[src/rtl/seq_divider.sv]
// seq_divider: multi-cycle unsigned restoring divider.
// One quotient bit per clock; BUSYWAIT stalls the CPU while a divide runs,
// and DONE pulses for one cycle when QUOTIENT/REMAINDER/DIV_BY_ZERO update.
module seq_divider #(
  parameter int WIDTH = 8
) (
  input  logic             CLK,
  input  logic             RESET,
  input  logic             START,
  input  logic [WIDTH-1:0] DIVIDEND,
  input  logic [WIDTH-1:0] DIVISOR,
  output logic             BUSYWAIT,
  output logic             DONE,
  output logic [WIDTH-1:0] QUOTIENT,
  output logic [WIDTH-1:0] REMAINDER,
  output logic             DIV_BY_ZERO
);

  localparam int CNT_W = $clog2(WIDTH + 1);
  localparam logic [CNT_W-1:0] LAST_STEP = CNT_W'(WIDTH - 1);

  typedef enum logic [1:0] {
    S_IDLE,
    S_CALC,
    S_DONE
  } state_t;

  state_t           state_q;
  state_t           next_state;

  // Dividend register: shifts out dividend bits at the top and collects
  // quotient bits at the bottom, so it holds the quotient after WIDTH steps.
  logic [WIDTH-1:0] dvd_q;
  logic [WIDTH-1:0] dvs_q;
  // The partial remainder is always below the divisor between steps, so
  // only WIDTH bits need storing; the trial subtraction uses WIDTH+1 bits.
  logic [WIDTH-1:0] rem_q;
  logic [CNT_W-1:0] cnt_q;

  logic             accept;
  logic             last_step;
  logic             divisor_zero;

  logic [WIDTH:0]   shifted;
  logic [WIDTH:0]   diff;
  logic             qbit;
  logic [WIDTH-1:0] rem_step;
  logic [WIDTH:0]   dvd_ext;
  logic [WIDTH-1:0] dvd_step;

  assign divisor_zero = (DIVISOR == '0);

  // One restoring step: shift, trial-subtract, keep or restore.
  always_comb begin
    shifted  = {rem_q, dvd_q[WIDTH-1]};
    diff     = shifted - {1'b0, dvs_q};
    // A negative trial difference always has its top bit set, since the
    // shifted remainder is strictly less than twice the divisor.
    qbit     = ~diff[WIDTH];
    rem_step = qbit ? diff[WIDTH-1:0] : shifted[WIDTH-1:0];
    dvd_ext  = {dvd_q, qbit};
    dvd_step = dvd_ext[WIDTH-1:0];
  end

  // Next-state logic; START is only honoured in IDLE and DONE.
  always_comb begin
    // NOTE: every signal written here gets a default first, otherwise paths
    // that skip an assignment would infer latches.
    next_state = state_q;
    accept     = 1'b0;
    last_step  = 1'b0;
    case (state_q)
      S_IDLE: begin
        if (START) begin
          accept     = 1'b1;
          next_state = divisor_zero ? S_DONE : S_CALC;
        end
      end
      S_CALC: begin
        if (cnt_q == LAST_STEP) begin
          last_step  = 1'b1;
          next_state = S_DONE;
        end
      end
      S_DONE: begin
        if (START) begin
          accept     = 1'b1;
          next_state = divisor_zero ? S_DONE : S_CALC;
        end else begin
          next_state = S_IDLE;
        end
      end
      default: next_state = S_IDLE;
    endcase
  end

  // State register.
  always_ff @(posedge CLK) begin
    // NOTE: sequential state uses non-blocking assignments so every register
    // samples pre-edge values regardless of block ordering.
    if (RESET) begin
      state_q <= S_IDLE;
    end else begin
      state_q <= next_state;
    end
  end

  // Working registers: load on accept, iterate while in CALC.
  always_ff @(posedge CLK) begin
    if (RESET) begin
      dvd_q <= '0;
      dvs_q <= '0;
      rem_q <= '0;
      cnt_q <= '0;
    end else if (accept) begin
      dvd_q <= DIVIDEND;
      dvs_q <= DIVISOR;
      rem_q <= '0;
      cnt_q <= '0;
    end else if (state_q == S_CALC) begin
      dvd_q <= dvd_step;
      rem_q <= rem_step;
      cnt_q <= cnt_q + 1'b1;
    end
  end

  // Registered outputs; results change only on completion or reset.
  always_ff @(posedge CLK) begin
    if (RESET) begin
      BUSYWAIT    <= 1'b0;
      DONE        <= 1'b0;
      QUOTIENT    <= '0;
      REMAINDER   <= '0;
      DIV_BY_ZERO <= 1'b0;
    end else if (accept) begin
      if (divisor_zero) begin
        BUSYWAIT    <= 1'b0;
        DONE        <= 1'b1;
        QUOTIENT    <= '1;
        REMAINDER   <= DIVIDEND;
        DIV_BY_ZERO <= 1'b1;
      end else begin
        BUSYWAIT    <= 1'b1;
        DONE        <= 1'b0;
      end
    end else if (last_step) begin
      BUSYWAIT    <= 1'b0;
      DONE        <= 1'b1;
      QUOTIENT    <= dvd_step;
      REMAINDER   <= rem_step;
      DIV_BY_ZERO <= 1'b0;
    end else if (state_q == S_DONE) begin
      DONE <= 1'b0;
    end
  end

endmodule

[config.mk]
export PLATFORM = sky130hd
export DESIGN_NAME = seq_divider
export DESIGN_NICKNAME = d
export VERILOG_FILES = /design/src/rtl/seq_divider.sv
export SDC_FILE = /design/constraint.sdc
export NUM_CORES = 1
export LEC_CHECK = 0
export ABC_AREA = 1
export BUFFER_PORTS_ARGS = -buffer_cell sky130_fd_sc_hd__buf_2
export CAP_MARGIN = 10
export CELL_PAD_IN_SITES_DETAIL_PLACEMENT = 1
export CELL_PAD_IN_SITES_GLOBAL_PLACEMENT = 2
export CORE_ASPECT_RATIO = 1.5
export CORE_MARGIN = 2
export CORE_UTILIZATION = 32
export CTS_CLUSTER_DIAMETER = 60
export CTS_CLUSTER_SIZE = 40
export DETAILED_ROUTE_END_ITERATION = 8
export PLACE_DENSITY = 0.87
export SLEW_MARGIN = 10
export SYNTH_ARGS = -nofsm -noshare
export SYNTH_HDL_FRONTEND = slang
export SYNTH_SLANG_ARGS = --single-unit
[constraint.sdc]
create_clock -name CLK -period 2.25 [get_ports CLK]
set_input_delay 0.45 -clock CLK [delete_from_list [all_inputs] [get_ports CLK]]
set_output_delay 0.45 -clock CLK [all_outputs]
set_load 0.01 [all_outputs]
* After elaboration in Yosys (flattened, before gate mapping)
Cells that the tools add are included.
Operators by class: add/subtract/negate cells 2, eq/ne operators 6, muxes and demuxes 27, bitwise operators 1, reductions and logical operators 9
Operators with widths (number):
- $mux 8 | 9
- $mux 1 | 13
- $sub 9x8->9 | 1
- $logic_not 8->1 | 1
- $mux 2 | 4
- $pmux 2 s3 | 1
- $add 4x1->4 const B | 1
- $eq 4x3->1 const B | 1
- $ne 2x2->1 const B | 2
- $reduce_and 2->1 | 2
- $reduce_bool 2->1 | 2
- $reduce_or 2->1 | 2
- $reduce_bool 3->1 | 1
- $eq 2x1->1 const B | 1
- $eq 2x2->1 const B | 1
- $logic_not 2->1 | 1
- $ne 2x1->1 const B | 1
- $not 1->1 | 1
Word-level totals: register bits 49, input port bits 19, output and inout bits 19

* Logic depth before layout (Yosys ltp)
depth in word-level cells 5, depth in mapped cells 16, mapped depth without buffers 16

* Worst setup path before layout
OpenSTA, ideal clock, no wires.
kind register -> register, start point register dvd_q[7], end point register rem_q[0], library setup time 0.109 ns, arrival time 1.712 ns, slack 0.428 ns, cell stages (with the launch flop) 16, buffers on the path 0, path through dfxtp_1 -> inv_1 -> ha_1 -> fa_1 -> inv_1 -> nand2_1 -> nand2_1 -> nand3_2 -> nand2_1 -> nand2_1 -> nand2_4 -> nand2_1 -> nand2_1 -> nand2_1 -> nand2_1 -> inv_1
On the way: longest elaborated chain between the ends 2
Ends and longest elaborated chain:
- from (decl) | RTL line 33 | logic [WIDTH-1:0] dvd_q;
- from (signal assigned) | RTL line 121 | dvd_q <= dvd_step;
- $sub 9x8->9 | RTL line 56 | diff = shifted - {1'b0, dvs_q};
- $mux 8 (*) | RTL line 60 | rem_step = qbit ? diff[WIDTH-1:0] : shifted[WIDTH-1:0];
- to (signal assigned) | RTL line 122 | rem_q <= rem_step;
- to (decl) | RTL line 37 | logic [WIDTH-1:0] rem_q;
Mark *: on every way between the ends. The rest lies on a longest branch, timed or not. A chain may end at the register's enable or synchronous reset.

* Worst setup path in the final report
start point register dvd_q[7], end point register REMAINDER[0]
On the way: longest elaborated chain between the ends 4
Ends and longest elaborated chain:
- $sub 9x8->9 | RTL line 56
- $mux 8 (*) | RTL line 60
- $mux 8 (*) | RTL line 146 | end else if (last_step) begin
- $mux 8 (*) | RTL line 135 | end else if (accept) begin
- to (signal assigned) | RTL line 150 | REMAINDER <= rem_step;
- to (decl) | RTL line 15 | output logic [WIDTH-1:0] REMAINDER,
Mark *: on every way between the ends. The rest lies on a longest branch, timed or not. The select of a mux whose other input is x is not followed.

==> impl_results.md <==
- DRT Pass-1 Iters: 4
- Cells after Synth: roughly 370
- Rows: 40
- Slew @ Worst Pin: between 0.5 and 0.6 ns
- Hold Path Sink: dvs_q[0]
- NumNets Final: 430
- Sequential share of power: 0.390
- Max VDD drop: 0.000449 V
- Comb pwr share: 0.227
- Clk slew on worst S/H paths: roughly 0.070 ns
- Die width: 77.5 um
- Synth warnings: 0
- Initial antenna violation count: 0
- Final Wtd Congestion: around 0.76
- GRT Overall Usage: 0.175
- Sum Neg Setup Slack: 0 ns
- H-tree Lvls: 2
- Worst Skew: 0.00643 ns
- Final max-slew violation count: 0
- P_leak: approximately 1.5 nW
- CTS tree: built
- Internal: roughly 1.6 mW
- Syn Area/Cell: roughly 7.1 um2
- Reg2Reg Capture Point: REMAINDER[0]
- Number of global-route vias before repair: 2415
- DIE HEIGHT: 114 um
- Max cap viols: 0
- Initial DRC count: 76
- Hold-fix buffers at CTS: 0
- Die Area: 8850 um2
- Post-synth net total: 394
- Hpwl dp: 5.37 mm
- Period utilization: 0.924
- Switching Share: 0.311
- Fmax achieved: ~0.48 GHz
- NetSw: 741 uW
- HP Class: in -> reg
- Worst setup EP type: register
- Final hold violation count: 0
- Sequential area share after synthesis: 0.379
- Cell count of the worst hold path: 3
- Synth cell types: 39
- Synth Cell Area: 2590 um2
- Skew-Pair Late Insertion Delay: roughly 0.3 ns
- PortBufs: 37
- Yosys reg bits: roughly 50
- Share of cells above drive strength 1: 0.201
- First-pass GRT wire length: about 12 mm
- Setup CP Type: reg -> reg
- Clk pwr share: 0.383
- Post-route ant nets: 0
- CP required: approximately 2.4 ns
- Power per cell area: about 780 nW/um2
- Worst relative slew slack: 0.650
- CTS Buffer Depth: 2
- Startpoint types: register
- Worst reg-to-reg setup slack: around 0.17 ns
- Core area: approximately 8000 um2
- Minimum clock period: approximately 2.1 ns
- Status: finished, final reports clean
- WL per Instance: between 10 and 15 um
- Effective utilization at floorplan: 0.326
- Syn-to-layout area delta: 17.9%
- RSZ-0062 raised after global routing: no
- Antenna cells: 0
- CTS Root Cell: clkbuf_16
- Grt ovf: 0
- Vias/cell: around 4.7
- TritonCTS Buffers: 5
- Via count of the routed design: ~2400
- DRC Markers: 0
- Worst R2R Start: dvd_q[7]
- # clock sinks: 49
- Worst-path fanout max: 9
- Final Setup Violations: 0
- HP Start: DIVISOR[0]
- Final Util: 0.384
- Worst reg2reg path depth: 13
- Largest net degree at the start of global routing: 27
- Routed wire length: about 7.2 mm
- Design Power: 2.38 mW
- Io pins: 38
- Arrival @ worst endpoint: ~2.3 ns
-- cells by family (layout without fill, tap and decap cells) --
kind of cell	after synthesis	count (layout)	synth area share
DFF	49	49	0.379
adders and majority gates	10	10	0.0512
AOI/OAI and AO/OA	79	79	0.188
and+or+nand+nor	148	148	0.249
buffers and inverters	75	112	0.120
xor gates and xnor gates	4	4	0.0135
-- power groups by stage --
stage	clock network (mW)	registers, mW	logic, mW
floorplan	0	0.943	0.398
global placement	0	0.948	0.528
detailed placement	0	0.949	0.538
CTS	0.931	0.930	0.545
global route	0.966	0.933	0.624
finish	0.911	0.929	0.541
-- flip-flops by register name, summed over array words and instances (netlist names) --
register     cells
QUOTIENT         8
REMAINDER        8
dvd_q            8
dvs_q            8
rem_q            8
cnt_q            4
state_q          2
BUSYWAIT         1
DIV_BY_ZERO      1
DONE             1
-- stage by stage --
step                      hold WS [ns]  instances  area, um2  setup slack [ns]
after floorplan                  0.435        365       2590             0.428
after global placement           0.450        499       2870             0.265
after detailed placement         0.456        499       2870             0.144
after CTS                        0.385        507       3050             0.131
after global routing             0.415        507       3050            0.0139
final                            0.387        507       3050             0.172
-- layout make-up --
type	instances	area [um2]
inverter	62	238
sequential	49	981
tap	105	131
clock inverter	2	37.5
fill	1030	4900
timing repair buffer	42	223
multi-input combinational	241	1310
clock buffer	6	139
-- cells in the final DEF (no fill, tap or decap), types with 2 or more instances in the layout --
cell / instances
o21ai_2: 7
dfxtp_1: 49
ha_1: 9
nand2_4: 2
a31oi_1: 7
nand2_1: 93
buf_2: 37
o21ai_1: 3
xor2_1: 4
a21oi_1: 27
a21oi_2: 9
buf_4: 5
inv_1: 58
o21ai_0: 21
nor2_1: 24
nand3_1: 16
nand2_2: 2
inv_4: 2
inv_2: 2
clkbuf_16: 5
-- Yosys cell counts, drive strengths merged --
master,instances,area [um2]
buf,7,50.0
nand3,17,90.1
a211oi,1,7.51
nor2,27,128
a31oi,7,43.8
clkbuf,6,22.5
xor2,4,35.0
o221ai,1,8.76
nor3b,1,7.51
fa,1,20.0
a21oi,37,230
nand3b,1,7.51
inv,62,238
dfxtp,49,981
nor3,2,15.0
ha,9,113
or2,2,12.5
o22ai,1,6.26
o21ai,31,181
nand2,97,379
a221oi,1,8.76
and3,1,6.26
-- how the worst max path moves through the flow --
stage                     cells after the start  slack, ns      from      endpoint
after floorplan                              15       0.43  dvd_q[7]      rem_q[0]
after global placement                       15       0.26  dvd_q[7]      rem_q[2]
after detailed placement                     15       0.14  dvd_q[7]      rem_q[2]
after CTS                                    15       0.13  dvd_q[7]      rem_q[1]
after global routing                         15       0.01  dvd_q[7]      rem_q[0]
final                                        13       0.17  dvd_q[7]  REMAINDER[0]
-- critical path: stages, from the launching register on --
cell     delay, ns
dfxtp_1       0.31
inv_1         0.06
ha_1          0.23
fa_1          0.41
inv_1         0.07
nand2_1       0.04
nand2_1       0.11
nand3_2       0.10
nand2_1       0.11
nand2_1       0.09
nand2_4       0.12
nand2_1       0.09
nand3_1       0.14
a21oi_2       0.07
-- metal layers --
metal  global-route usage  routed length (um)
met1                0.199                3060
met2                0.319                3830
met3               0.0268                 181
met4               0.0774                 176
met5                    0                   0
-- timing repair --
item                                    CTS  global route
endpoints found under the setup margin    0             3
gates resized for setup                   0             1
setup buffers                             0             0
Note: power is estimated with default switching activity, not from simulation.
